`src/rtl/pipeline_ctrl_pkg.sv`:
```
// Shared types and constants for the pipeline hazard controller:
// sequencer states, stage bit map, forwarding codes and a freeze helper.
package pipeline_ctrl_pkg;

   localparam int REG_W      = 6;
   localparam int NUM_STG    = 5;

   localparam int STG_PC     = 0;
   localparam int STG_IF_ID  = 1;
   localparam int STG_ID_EX  = 2;
   localparam int STG_EX_MEM = 3;
   localparam int STG_MEM_WB = 4;

   localparam logic [1:0] FWD_RF  = 2'b00;
   localparam logic [1:0] FWD_WB  = 2'b01;
   localparam logic [1:0] FWD_MEM = 2'b10;

   typedef enum logic [1:0] {
      RUN      = 2'd0,
      MEM_WAIT = 2'd1,
      FAULT    = 2'd2
   } state_t;

   typedef struct packed {
      logic [NUM_STG-1:0] en;
      logic [NUM_STG-1:0] flush;
      logic               pc_sel;
   } stage_ctrl_t;

   // Whole pipe held; a bubble enters MEM_WB so WB does not retire twice.
   function automatic stage_ctrl_t freeze_ctrl();
      stage_ctrl_t c;
      c.en             = {NUM_STG{1'b0}};
      c.flush          = {NUM_STG{1'b0}};
      c.flush[STG_MEM_WB] = 1'b1;
      c.pc_sel         = 1'b0;
      return c;
   endfunction

endpackage

```
`src/rtl/pipeline_hazard_ctrl_fwd_select.sv`:
```
// EX-stage operand forwarding select for one source register.
// MEM has priority over WB; register 0 is never forwarded.
module fwd_select
   import pipeline_ctrl_pkg::*;
(
   input  logic [REG_W-1:0] ex_src,
   input  logic [REG_W-1:0] mem_rd,
   input  logic             mem_reg_write,
   input  logic [REG_W-1:0] wb_rd,
   input  logic             wb_reg_write,
   output logic [1:0]       fwd_sel
);

   logic mem_hit_s;
   logic wb_hit_s;

   always_comb begin
      mem_hit_s = mem_reg_write && (mem_rd != {REG_W{1'b0}}) && (mem_rd == ex_src);
      wb_hit_s  = wb_reg_write  && (wb_rd  != {REG_W{1'b0}}) && (wb_rd  == ex_src);
      if (mem_hit_s) begin
         fwd_sel = FWD_MEM;
      end else if (wb_hit_s) begin
         fwd_sel = FWD_WB;
      end else begin
         fwd_sel = FWD_RF;
      end
   end

endmodule

```
`src/rtl/pipeline_hazard_ctrl.sv`:
```
// Pipeline sequencer: stage enables/flushes, PC select, forwarding selects,
// data-memory handshake with wait timeout, and a saturating stall counter.
module pipeline_hazard_ctrl
   import pipeline_ctrl_pkg::*;
#(
   parameter int WAIT_MAX = 16,
   parameter int CNT_W    = 32
)
(
   input  logic               CLK,
   input  logic               RESET_N,
   input  logic [REG_W-1:0]   ID_Rs,
   input  logic [REG_W-1:0]   ID_Rt,
   input  logic [REG_W-1:0]   EX_Rs,
   input  logic [REG_W-1:0]   EX_Rt,
   input  logic [REG_W-1:0]   EX_Rd,
   input  logic               EX_MemRead,
   input  logic [REG_W-1:0]   MEM_Rd,
   input  logic               MEM_RegWrite,
   input  logic               MEM_MemAccess,
   input  logic               MEM_BranchTaken,
   input  logic [REG_W-1:0]   WB_Rd,
   input  logic               WB_RegWrite,
   input  logic               DMEM_ACK,
   output logic               DMEM_REQ,
   output logic [NUM_STG-1:0] STAGE_EN,
   output logic [NUM_STG-1:0] STAGE_FLUSH,
   output logic               PC_SEL,
   output logic [1:0]         ForwardA,
   output logic [1:0]         ForwardB,
   output logic               MEM_FAULT,
   output logic [CNT_W-1:0]   STALL_CNT
);

   localparam int WCNT_W = $clog2(WAIT_MAX + 1);

   state_t              state_q, state_d;
   logic [WCNT_W-1:0]   wait_cnt_q, wait_cnt_d;
   logic [CNT_W-1:0]    stall_cnt_q, stall_cnt_d;

   logic                load_use_s;
   stage_ctrl_t         norm_s;
   stage_ctrl_t         ctrl_s;
   logic                req_s;
   logic [1:0]          fwd_a_s;
   logic [1:0]          fwd_b_s;

   fwd_select u_fwd_a (
      .ex_src        (EX_Rs),
      .mem_rd        (MEM_Rd),
      .mem_reg_write (MEM_RegWrite),
      .wb_rd         (WB_Rd),
      .wb_reg_write  (WB_RegWrite),
      .fwd_sel       (fwd_a_s)
   );

   fwd_select u_fwd_b (
      .ex_src        (EX_Rt),
      .mem_rd        (MEM_Rd),
      .mem_reg_write (MEM_RegWrite),
      .wb_rd         (WB_Rd),
      .wb_reg_write  (WB_RegWrite),
      .fwd_sel       (fwd_b_s)
   );

   // Normal-flow control: taken branch beats load-use, which inserts one bubble.
   always_comb begin
      load_use_s   = EX_MemRead && (EX_Rd != {REG_W{1'b0}}) &&
                     ((EX_Rd == ID_Rs) || (EX_Rd == ID_Rt));
      norm_s.en     = {NUM_STG{1'b1}};
      norm_s.flush  = {NUM_STG{1'b0}};
      norm_s.pc_sel = 1'b0;
      if (MEM_BranchTaken) begin
         norm_s.pc_sel            = 1'b1;
         norm_s.flush[STG_IF_ID]  = 1'b1;
         norm_s.flush[STG_ID_EX]  = 1'b1;
         norm_s.flush[STG_EX_MEM] = 1'b1;
      end else if (load_use_s) begin
         norm_s.en[STG_PC]        = 1'b0;
         norm_s.en[STG_IF_ID]     = 1'b0;
         norm_s.flush[STG_ID_EX]  = 1'b1;
      end else begin
         norm_s.pc_sel = 1'b0;
      end
   end

   // Sequencer next state and Mealy stage controls.
   always_comb begin
      state_d    = state_q;
      wait_cnt_d = wait_cnt_q;
      ctrl_s     = norm_s;
      req_s      = 1'b0;
      case (state_q)
         RUN: begin
            req_s = MEM_MemAccess;
            if (MEM_MemAccess && !DMEM_ACK) begin
               ctrl_s     = freeze_ctrl();
               state_d    = MEM_WAIT;
               wait_cnt_d = WCNT_W'(1);
            end else begin
               ctrl_s = norm_s;
            end
         end
         MEM_WAIT: begin
            req_s = 1'b1;
            if (DMEM_ACK) begin
               state_d    = RUN;
               wait_cnt_d = {WCNT_W{1'b0}};
            end else if (wait_cnt_q == WCNT_W'(WAIT_MAX)) begin
               ctrl_s  = freeze_ctrl();
               state_d = FAULT;
            end else begin
               ctrl_s     = freeze_ctrl();
               wait_cnt_d = wait_cnt_q + WCNT_W'(1);
            end
         end
         FAULT: begin
            ctrl_s.en     = {NUM_STG{1'b0}};
            ctrl_s.flush  = {NUM_STG{1'b0}};
            ctrl_s.pc_sel = 1'b0;
         end
         default: begin
            ctrl_s     = freeze_ctrl();
            state_d    = RUN;
            wait_cnt_d = {WCNT_W{1'b0}};
         end
      endcase
   end

   // Saturating count of cycles with the PC held, excluding the fault state.
   always_comb begin
      if (!ctrl_s.en[STG_PC] && (state_q != FAULT) && (stall_cnt_q != {CNT_W{1'b1}})) begin
         stall_cnt_d = stall_cnt_q + CNT_W'(1);
      end else begin
         stall_cnt_d = stall_cnt_q;
      end
   end

   // Sequencer state and counters.
   always_ff @(posedge CLK or negedge RESET_N) begin
      if (!RESET_N) begin
         state_q     <= RUN;
         wait_cnt_q  <= {WCNT_W{1'b0}};
         stall_cnt_q <= {CNT_W{1'b0}};
      end else begin
         state_q     <= state_d;
         wait_cnt_q  <= wait_cnt_d;
         stall_cnt_q <= stall_cnt_d;
      end
   end

   // Outputs are forced to their reset values for the whole time reset is low.
   always_comb begin
      if (!RESET_N) begin
         STAGE_EN    = {NUM_STG{1'b0}};
         STAGE_FLUSH = 5'b11110;
         DMEM_REQ    = 1'b0;
         PC_SEL      = 1'b0;
         ForwardA    = FWD_RF;
         ForwardB    = FWD_RF;
         MEM_FAULT   = 1'b0;
      end else begin
         STAGE_EN    = ctrl_s.en;
         STAGE_FLUSH = ctrl_s.flush;
         DMEM_REQ    = req_s;
         PC_SEL      = ctrl_s.pc_sel;
         ForwardA    = fwd_a_s;
         ForwardB    = fwd_b_s;
         MEM_FAULT   = (state_q == FAULT);
      end
   end

   assign STALL_CNT = stall_cnt_q;

endmodule
```
`config.mk`:
```
export PLATFORM = sky130hd
export DESIGN_NAME = pipeline_hazard_ctrl
export DESIGN_NICKNAME = d
export VERILOG_FILES = /design/src/rtl/pipeline_ctrl_pkg.sv /design/src/rtl/pipeline_hazard_ctrl_fwd_select.sv /design/src/rtl/pipeline_hazard_ctrl.sv
export SDC_FILE = /design/constraint.sdc
export NUM_CORES = 1
export LEC_CHECK = 0
export BUFFER_PORTS_ARGS = -buffer_cell sky130_fd_sc_hd__buf_2
export CELL_PAD_IN_SITES_DETAIL_PLACEMENT = 0
export CELL_PAD_IN_SITES_GLOBAL_PLACEMENT = 1
export CORE_MARGIN = 2
export CORE_UTILIZATION = 36
export CTS_BUF_LIST = sky130_fd_sc_hd__clkbuf_2 sky130_fd_sc_hd__clkbuf_4 sky130_fd_sc_hd__clkbuf_8
export DETAILED_ROUTE_END_ITERATION = 8
export PLACE_DENSITY = 0.79
export SYNTH_ARGS = -nofsm -noshare
export SYNTH_HDL_FRONTEND = slang
export SYNTH_SLANG_ARGS = --single-unit
```
`constraint.sdc`:
```
create_clock -name CLK -period 2.7 [get_ports CLK]
set_input_delay 0.27 -clock CLK [delete_from_list [all_inputs] [get_ports CLK]]
set_output_delay 0.27 -clock CLK [all_outputs]
set_load 0.05 [all_outputs]
```
==> results by group, run 1 <==
Synthesis
  • Synth Area in XOR/XNOR: 0.232
  • EDFF count, synth: 0
  • Simple-gate portion of the synthesized area: 0.262
  • Sequential share of the synthesized area: 0.375
  • Ys flop type: dfrtp_1
  • Synthesized area per cell: 10.0 µm²
  • Unique masters post-synth: 49
  • Largest family of logic cells by synthesized area: simple AND/OR/NAND/NOR gates
  • Synth Warn #: 0
  • Post-Syn Instances: 259
  • Mux contribution to synthesized area: 0.0120
  • Syn Nets: 312
  • Seq cells post-synth: 39
  • Post-Synth Adder-Cell Area: 0.0144
  • Netlist Area Pre-Place: 2600 µm²
  • Synth Area in Compound Gates: 0.0601
  • FFs w/ async S/R, synth: 1.00

Clock tree
  • Number of CTS-inserted buffers: 5
  • Post-CTS Repair Setup Buffers: 0
  • Depth of the CTS H-tree: 2
  • # hold bufs at CTS: 0
  • Clock Tree Root: clkbuf_8
  • Max clock buf depth: 2
  • Clock-pin slew on the worst setup and hold paths: 0.07 ns
  • Clock Latency Late Sink: 0.29 ns
  • Post-cts gate resize count: 0
  • # clock sinks: 39
  • CTS tree: done

Drt
  • Vias per cell: 5.04
  • 1st-iter DRT viols: 74
  • DRT Pass-1 Iters: 4
  • Final ANT Viol Nets: 0
  • # DRC: 0
  • Via Count: 2,280
  • Routed len/inst: 12.9 µm
  • WL final: 5850 µm

Place
  • Placer Congestion: 0.835
  • Dpl cells: 444
  • Hpwl dp: 4560 µm
  • IO buf count: 97

STA
  • Final hold vios: 0
  • RSZ-0062 raised after global routing: no
  • Period minus WS final: 2.20 ns
  • Final setup fails: 0
  • Clk_skew: 0.00393 ns
  • Max Freq: 454 MHz
  • Final worst-path cycle share: 0.816
  • Max Slew Vio Count: 0
  • Setup TNS: 0 ns

Global routing
  • Largest net degree at the start of global routing: 40
  • Vias in the first global route: 2,112
  • First-pass GRT wire length: 9320 µm
  • Total global routing overflow: 0
  • Initial antenna violation count: 0
  • All-Layer GR Usage: 0.148

Min path
  • Worst Hold Class: in2async

Floorplanning
  • Width of the chip: 89.0 µm
  • CORE AREA: 6910 µm²
  • Io pins: 99
  • Die extent in y: 89.0 µm
  • Starting Density: 0.377
  • Site Rows: 30
  • Die area: 7930 µm²

Pwr
  • IR drop worst, VDD: 579 µV
  • PwrDens: 521 nW/µm²
  • Pleak: 1.58 nW

Final layout
  • # fillers: 686
  • Final std cells w/o fill: 452
  • Area taken by flip-flops and latches: 976 µm²
  • Final net count: 408
  • Share of layout cells above drive strength 1: 0.362
  • Area of the multi-input gates: 1530 µm²
  • N_diodes: 0
  • Area grow syn2layout: 26.4%

Status
  • Outcome: complete, no violations

Setup path
  • RR Endpoint: STALL_CNT[1]
  • Max FO, Critical Path: 3
  • Worst path cell trace: buf_2 > or4_1 > o31ai_1 > nor4_1 > nor4_2 > buf_2
  • Crit path buffers/inverters: 2
  • Cell count along the critical path: 6
  • Worst Setup Path Type: in2out
  • Crit path launch: MEM_Rd[1]
  • Critical path capture point type: primary output
  • Cell family with most CP delay: simple AND/OR/NAND/NOR gates
  • Worst Setup EP: ForwardB[0]
  • Cell mode on critical path: buf_2
  • Req. time, crit path: 2.43 ns
  • Length in cells of the worst reg-to-reg path: 7
  • R2R Setup Slk: 0.62 ns
  • Worst path max stage delay: 0.54 ns
  • Worst flop-to-flop path startpoint: STALL_CNT[0]
  • Slowest cell on the critical path: or4_1
  • Startpoint types: primary input
  • Crit path DAT: 1.93 ns

Flow run
  • Maximum capacitance violations: 0
final cells by class:
class                   instances  area share
flip-flops and latches         39       0.297
well taps                      96      0.0365
repair buffers                102       0.159
inverters                       7     0.00799
clock buffers                   6      0.0251
clock inverters                 2      0.0107
multi-input cells             200       0.464
cells in the mapped netlist (2+ instances only):
master / n / share of area
nor4_4: 2 / 0.016
or4_1: 2 / 0.0058
nand3_2: 3 / 0.012
nand4_1: 26 / 0.063
buf_6: 2 / 0.0087
xnor2_1: 35 / 0.12
nor3_1: 4 / 0.0077
and2_1: 5 / 0.012
and4_1: 4 / 0.013
nand4_2: 3 / 0.014
nor4_1: 10 / 0.024
nand2_1: 14 / 0.020
a21oi_1: 3 / 0.0058
o21ai_0: 2 / 0.0038
clkbuf_1: 3 / 0.0043
and3_1: 8 / 0.019
ha_1: 3 / 0.014
nand3_1: 2 / 0.0038
nor2_1: 12 / 0.017
buf_4: 5 / 0.014
o22ai_1: 3 / 0.0072
dfrtp_1: 39 / 0.38
buf_2: 3 / 0.0058
mux2i_1: 2 / 0.0077
inv_1: 7 / 0.010
xor2_1: 34 / 0.11
per-stage QoR:
step / cell area [µm²] / total power, mW / setup slack [ns] / hold WS [ns] / utilization
2_1_floorplan: 2620 / 1.07 / 0.301 / -0.0256 / -
3_3_place_gp: 3170 / 1.22 / 0.551 / 0.478 / 0.459
3_5_place_dp: 3170 / 1.23 / 0.503 / 0.483 / 0.459
4_1_cts: 3290 / 1.74 / 0.500 / 0.227 / 0.476
5_1_grt: 3290 / 1.81 / 0.361 / 0.265 / 0.476
6_report: 3290 / 1.71 / 0.497 / 0.211 / 0.476
where the power goes:
group | internal [mW] | switching, mW | total (mW)
registers | 0.630 | 0.0676 | 0.697
logic | 0.157 | 0.357 | 0.514
clock network | 0.299 | 0.202 | 0.501
how the worst min path moves through the flow:
stage,endpoint,slack (ns),depth (start not counted)
2_1_floorplan,STALL_CNT[0],-0.03,0
3_3_place_gp,STALL_CNT[21],0.48,1
3_5_place_dp,STALL_CNT[23],0.48,1
4_1_cts,STALL_CNT[19],0.23,2
5_1_grt,STALL_CNT[19],0.26,2
6_report,STALL_CNT[19],0.21,2
cells in the final DEF (no fill, tap or decap), types with 4 or more instances in the layout:
master,instances
and2_1,5
and3_1,8
and4_1,4
buf_2,97
buf_4,5
clkbuf_8,6
dfrtp_1,39
inv_1,7
nand2_1,14
nand4_1,26
nor2_1,12
nor3_1,4
nor4_1,8
xnor2_1,35
xor2_1,34
kinds of logic (layout without fill, tap and decap cells):
group	count (synthesis)	after routing
xor+xnor	69	69
other cells	1	1
mux	3	3
flops	39	39
buf+inv	20	117
simple gates	104	104
compound gates	20	20
fa+ha+maj	3	3
sequential cells by signal (all words and copies together) (netlist names):
signal	flops
STALL_CNT	32
state_q	2
wait_cnt_q	5
per-layer routing:
| layer | wire length (µm) | share of wire | up-vias | global-route usage |
|---|---|---|---|---|
| li1 | - | - | 1111 | - |
| met4 | 64 | 0.011 | 0 | 0.0475 |
| met1 | 2670 | 0.46 | 1080 | 0.197 |
| met3 | 456 | 0.078 | 8 | 0.0342 |
| met2 | 2660 | 0.45 | 81 | 0.239 |
| met5 | 0 | 0 | - | 0 |
Power figures use the tool's default switching activity.
==> run 2: changes to the inputs <==
- clock period: 2.7 -> 2.3 ns (I/O delays scaled with it)
==> run 2 against run 1 <==
Effect of this change:
- power up 19%
- critical path depth is the same
- final area up 7.7%
- clock-buffer cell count increased by 2
- via count rose by 4.4%
- combinational power up 46%
- worst hold slack got worse by 0.066 ns
- sequential power is 11% higher
- flip-flop and latch count unchanged
==> results by group, run 2 (synthesized netlist as in run 1, its figures left out) <==
Pwr
  • Switching Power: 756 µW (+21%)
  • Cell Int Power: 1.29 mW (+19%)
  • Sw frac: 0.370 (+0.00392)
  • Clock Power Share: 0.253 (-0.040)
  • Pleak: 1.75 nW (+10%)
  • PwrDens: 577 nW/µm² (+11%)
  • IR drop worst, VDD: 571 µV (-1.4%)
  • Flop pwr share: 0.379 (-0.028)
  • Combinational Power Share: 0.368 (+0.068)

Setup path
  • Worst path cell trace: buf_2 > or4_1 > o31ai_1 > nor4_1 > nor4_2 > buf_2
  • Max FO, Critical Path: 3 (unchanged)
  • Startpoint types: primary input
  • Worst path max stage delay: 0.54 ns (about the same)
  • Critical path capture point type: primary output
  • Cell mode on critical path: buf_2
  • Length in cells of the worst reg-to-reg path: 5 (-2)
  • RR Endpoint: STALL_CNT[1]
  • Req. time, crit path: 2.07 ns (-0.36 ns)
  • Worst flop-to-flop path startpoint: STALL_CNT[19]
  • Crit path DAT: 1.86 ns (-0.07 ns)
  • Slowest cell on the critical path: or4_1
  • R2R Setup Slk: 0.23 ns (-0.39 ns)
  • Worst Setup Path Type: in2out

Place
  • Placed Instance Area: 3400 µm² (+7.1%)
  • Hpwl dp: 4990 µm (+9.5%)
  • Placer Congestion: 0.815 (-2.4%)
  • IO buf count: 97 (unchanged)
  • Setup WS pre-CTS: -0.334 ns (-0.838 ns)

Global routing
  • Total global routing overflow: 0 (unchanged)
  • Largest net degree at the start of global routing: 40 (unchanged)
  • Vias in the first global route: 2,232 (+5.7%)
  • First-pass GRT wire length: 10,300 µm (+11%)
  • All-Layer GR Usage: 0.165 (+0.0174)
  • Initial antenna violation count: 1 (+1)

Clock tree
  • # clock sinks: 39 (unchanged)
  • # hold bufs at CTS: 0 (unchanged)
  • Clock Latency Late Sink: 0.28 ns (about the same)
  • Clock-pin slew on the worst setup and hold paths: 0.08 ns (about the same)
  • Depth of the CTS H-tree: 2 (unchanged)
  • CTS tree: done
  • Clock Tree Root: clkbuf_8
  • Number of CTS-inserted buffers: 5 (unchanged)
  • Max clock buf depth: 2 (unchanged)

STA
  • RSZ-0062 raised after global routing: no
  • Setup ws final: 0.210 ns (-0.287 ns)
  • Final hold slack: 0.145 ns (-0.0664 ns)
  • Period minus WS final: 2.09 ns
  • Final worst-path cycle share: 0.909
  • Clk_skew: 0.00431 ns (+0.000384 ns)
  • Max Freq: 478 MHz
  • Final setup fails: 0 (unchanged)
  • Final hold vios: 0 (unchanged)
  • Max Slew Vio Count: 0 (unchanged)
  • Worst-margin pin slew: 0.652 ns
  • Relative slew margins: 0.565

Floorplanning
  • Io pins: 99 (unchanged)
  • Die area: 7930 µm² (unchanged)
  • Width of the chip: 89.0 µm (unchanged)
  • CORE AREA: 6910 µm² (unchanged)
  • Site Rows: 30 (unchanged)
  • Starting Density: 0.377 (unchanged)
  • Die extent in y: 89.0 µm (unchanged)

Final layout
  • Finished Cell Area: 3540 µm² (+7.7%)
  • Area of the multi-input gates: 1550 µm² (+1.3%)
  • Most common cell after layout, fill and taps aside: buf_2
  • Share of layout cells above drive strength 1: 0.418 (+0.0552)
  • Area taken by flip-flops and latches: 976 µm² (unchanged)
  • Most frequent cells in the layout: 97 x buf_2, 39 x dfrtp_1, 35 x xnor2_1, 35 x buf_4, 34 x xor2_1
  • Area grow syn2layout: 36.2%
  • Max FFs per register: 32 (unchanged)
  • # fillers: 675 (-1.6%)
  • Final net count: 440 (+7.8%)

Min path
  • Worst Hold Class: in2async

Drt
  • Final ANT Viol Nets: 0 (unchanged)
  • WL final: 6550 µm (+12%)
  • Via Count: 2,381 (+4.4%)
  • 1st-iter DRT viols: 108 (+46%)
  • Vias per cell: 4.91 (-2.7%)
  • # DRC: 0 (unchanged)
  • DRT Pass-1 Iters: 4 (unchanged)
  • Routed len/inst: 13.5 µm (+4.3%)

Flow run
  • Maximum capacitance violations: 0 (unchanged)

Status
  • Outcome: complete, no violations
## run 2: how the worst max path moves through the flow
stage / startpoint / to / slack (ns) / depth (start not counted)
2_1_floorplan: MEM_Rd[1] / ForwardB[0] / -0.02 / 4
3_3_place_gp: EX_Rd[4] / STALL_CNT[19] / -0.25 / 7
3_5_place_dp: EX_Rd[4] / STALL_CNT[31] / -0.33 / 7
4_1_cts: STALL_CNT[0] / STALL_CNT[21] / 0.17 / 7
5_1_grt: MEM_Rd[1] / ForwardB[0] / 0.06 / 6
6_report: MEM_Rd[1] / ForwardB[0] / 0.21 / 6
## run 2: area by class of cell
cell class / count / share of cell area
tap: 96 / 0.0339
timing repair buffer: 133 / 0.217
antenna: 1 / 0.000706
clock buffer: 8 / 0.0293
inverter: 7 / 0.00742
multi-input combinational: 201 / 0.436
sequential: 39 / 0.275
## run 2: stage by stage
step	util	setup TNS (ns)	total power, mW	std cells
after floorplan	-	-0.0190	1.26	259
after global placement	0.492	-5.44	1.52	474
after detailed placement	0.492	-7.95	1.53	474
after CTS	0.510	0	2.06	483
after global routing	0.513	0	2.16	484
final	0.513	0	2.04	485
## run 2: timing repair
item                       CTS  global route
gates cloned                 1             0
setup endpoints to repair   27             2
setup buffers                0             1
resized for setup            1             0
## run 2: power by group through the flow
stage | Clock [mW] | Combinational, mW | Sequential, mW
after detailed placement | 0 | 0.741 | 0.787
final | 0.517 | 0.753 | 0.774
after CTS | 0.534 | 0.751 | 0.774
after global routing | 0.564 | 0.814 | 0.782
after global placement | 0 | 0.738 | 0.785
after floorplan | 0 | 0.296 | 0.964
## run 2: layer usage
| layer | vias up | part of all wire | global-route usage |
|---|---|---|---|
| met5 | - | 0 | 0 |
| li1 | 1182 | - | - |
| met1 | 1108 | 0.45 | 0.222 |
| met2 | 81 | 0.45 | 0.262 |
| met3 | 10 | 0.084 | 0.0480 |
| met4 | 0 | 0.011 | 0.0448 |
## run 2: worst max-delay path, delay by kind of cell
family | cells | cell delay [ns]
compound gates | 1 | 0.28
buf+inv | 2 | 0.42
simple gates | 3 | 0.93
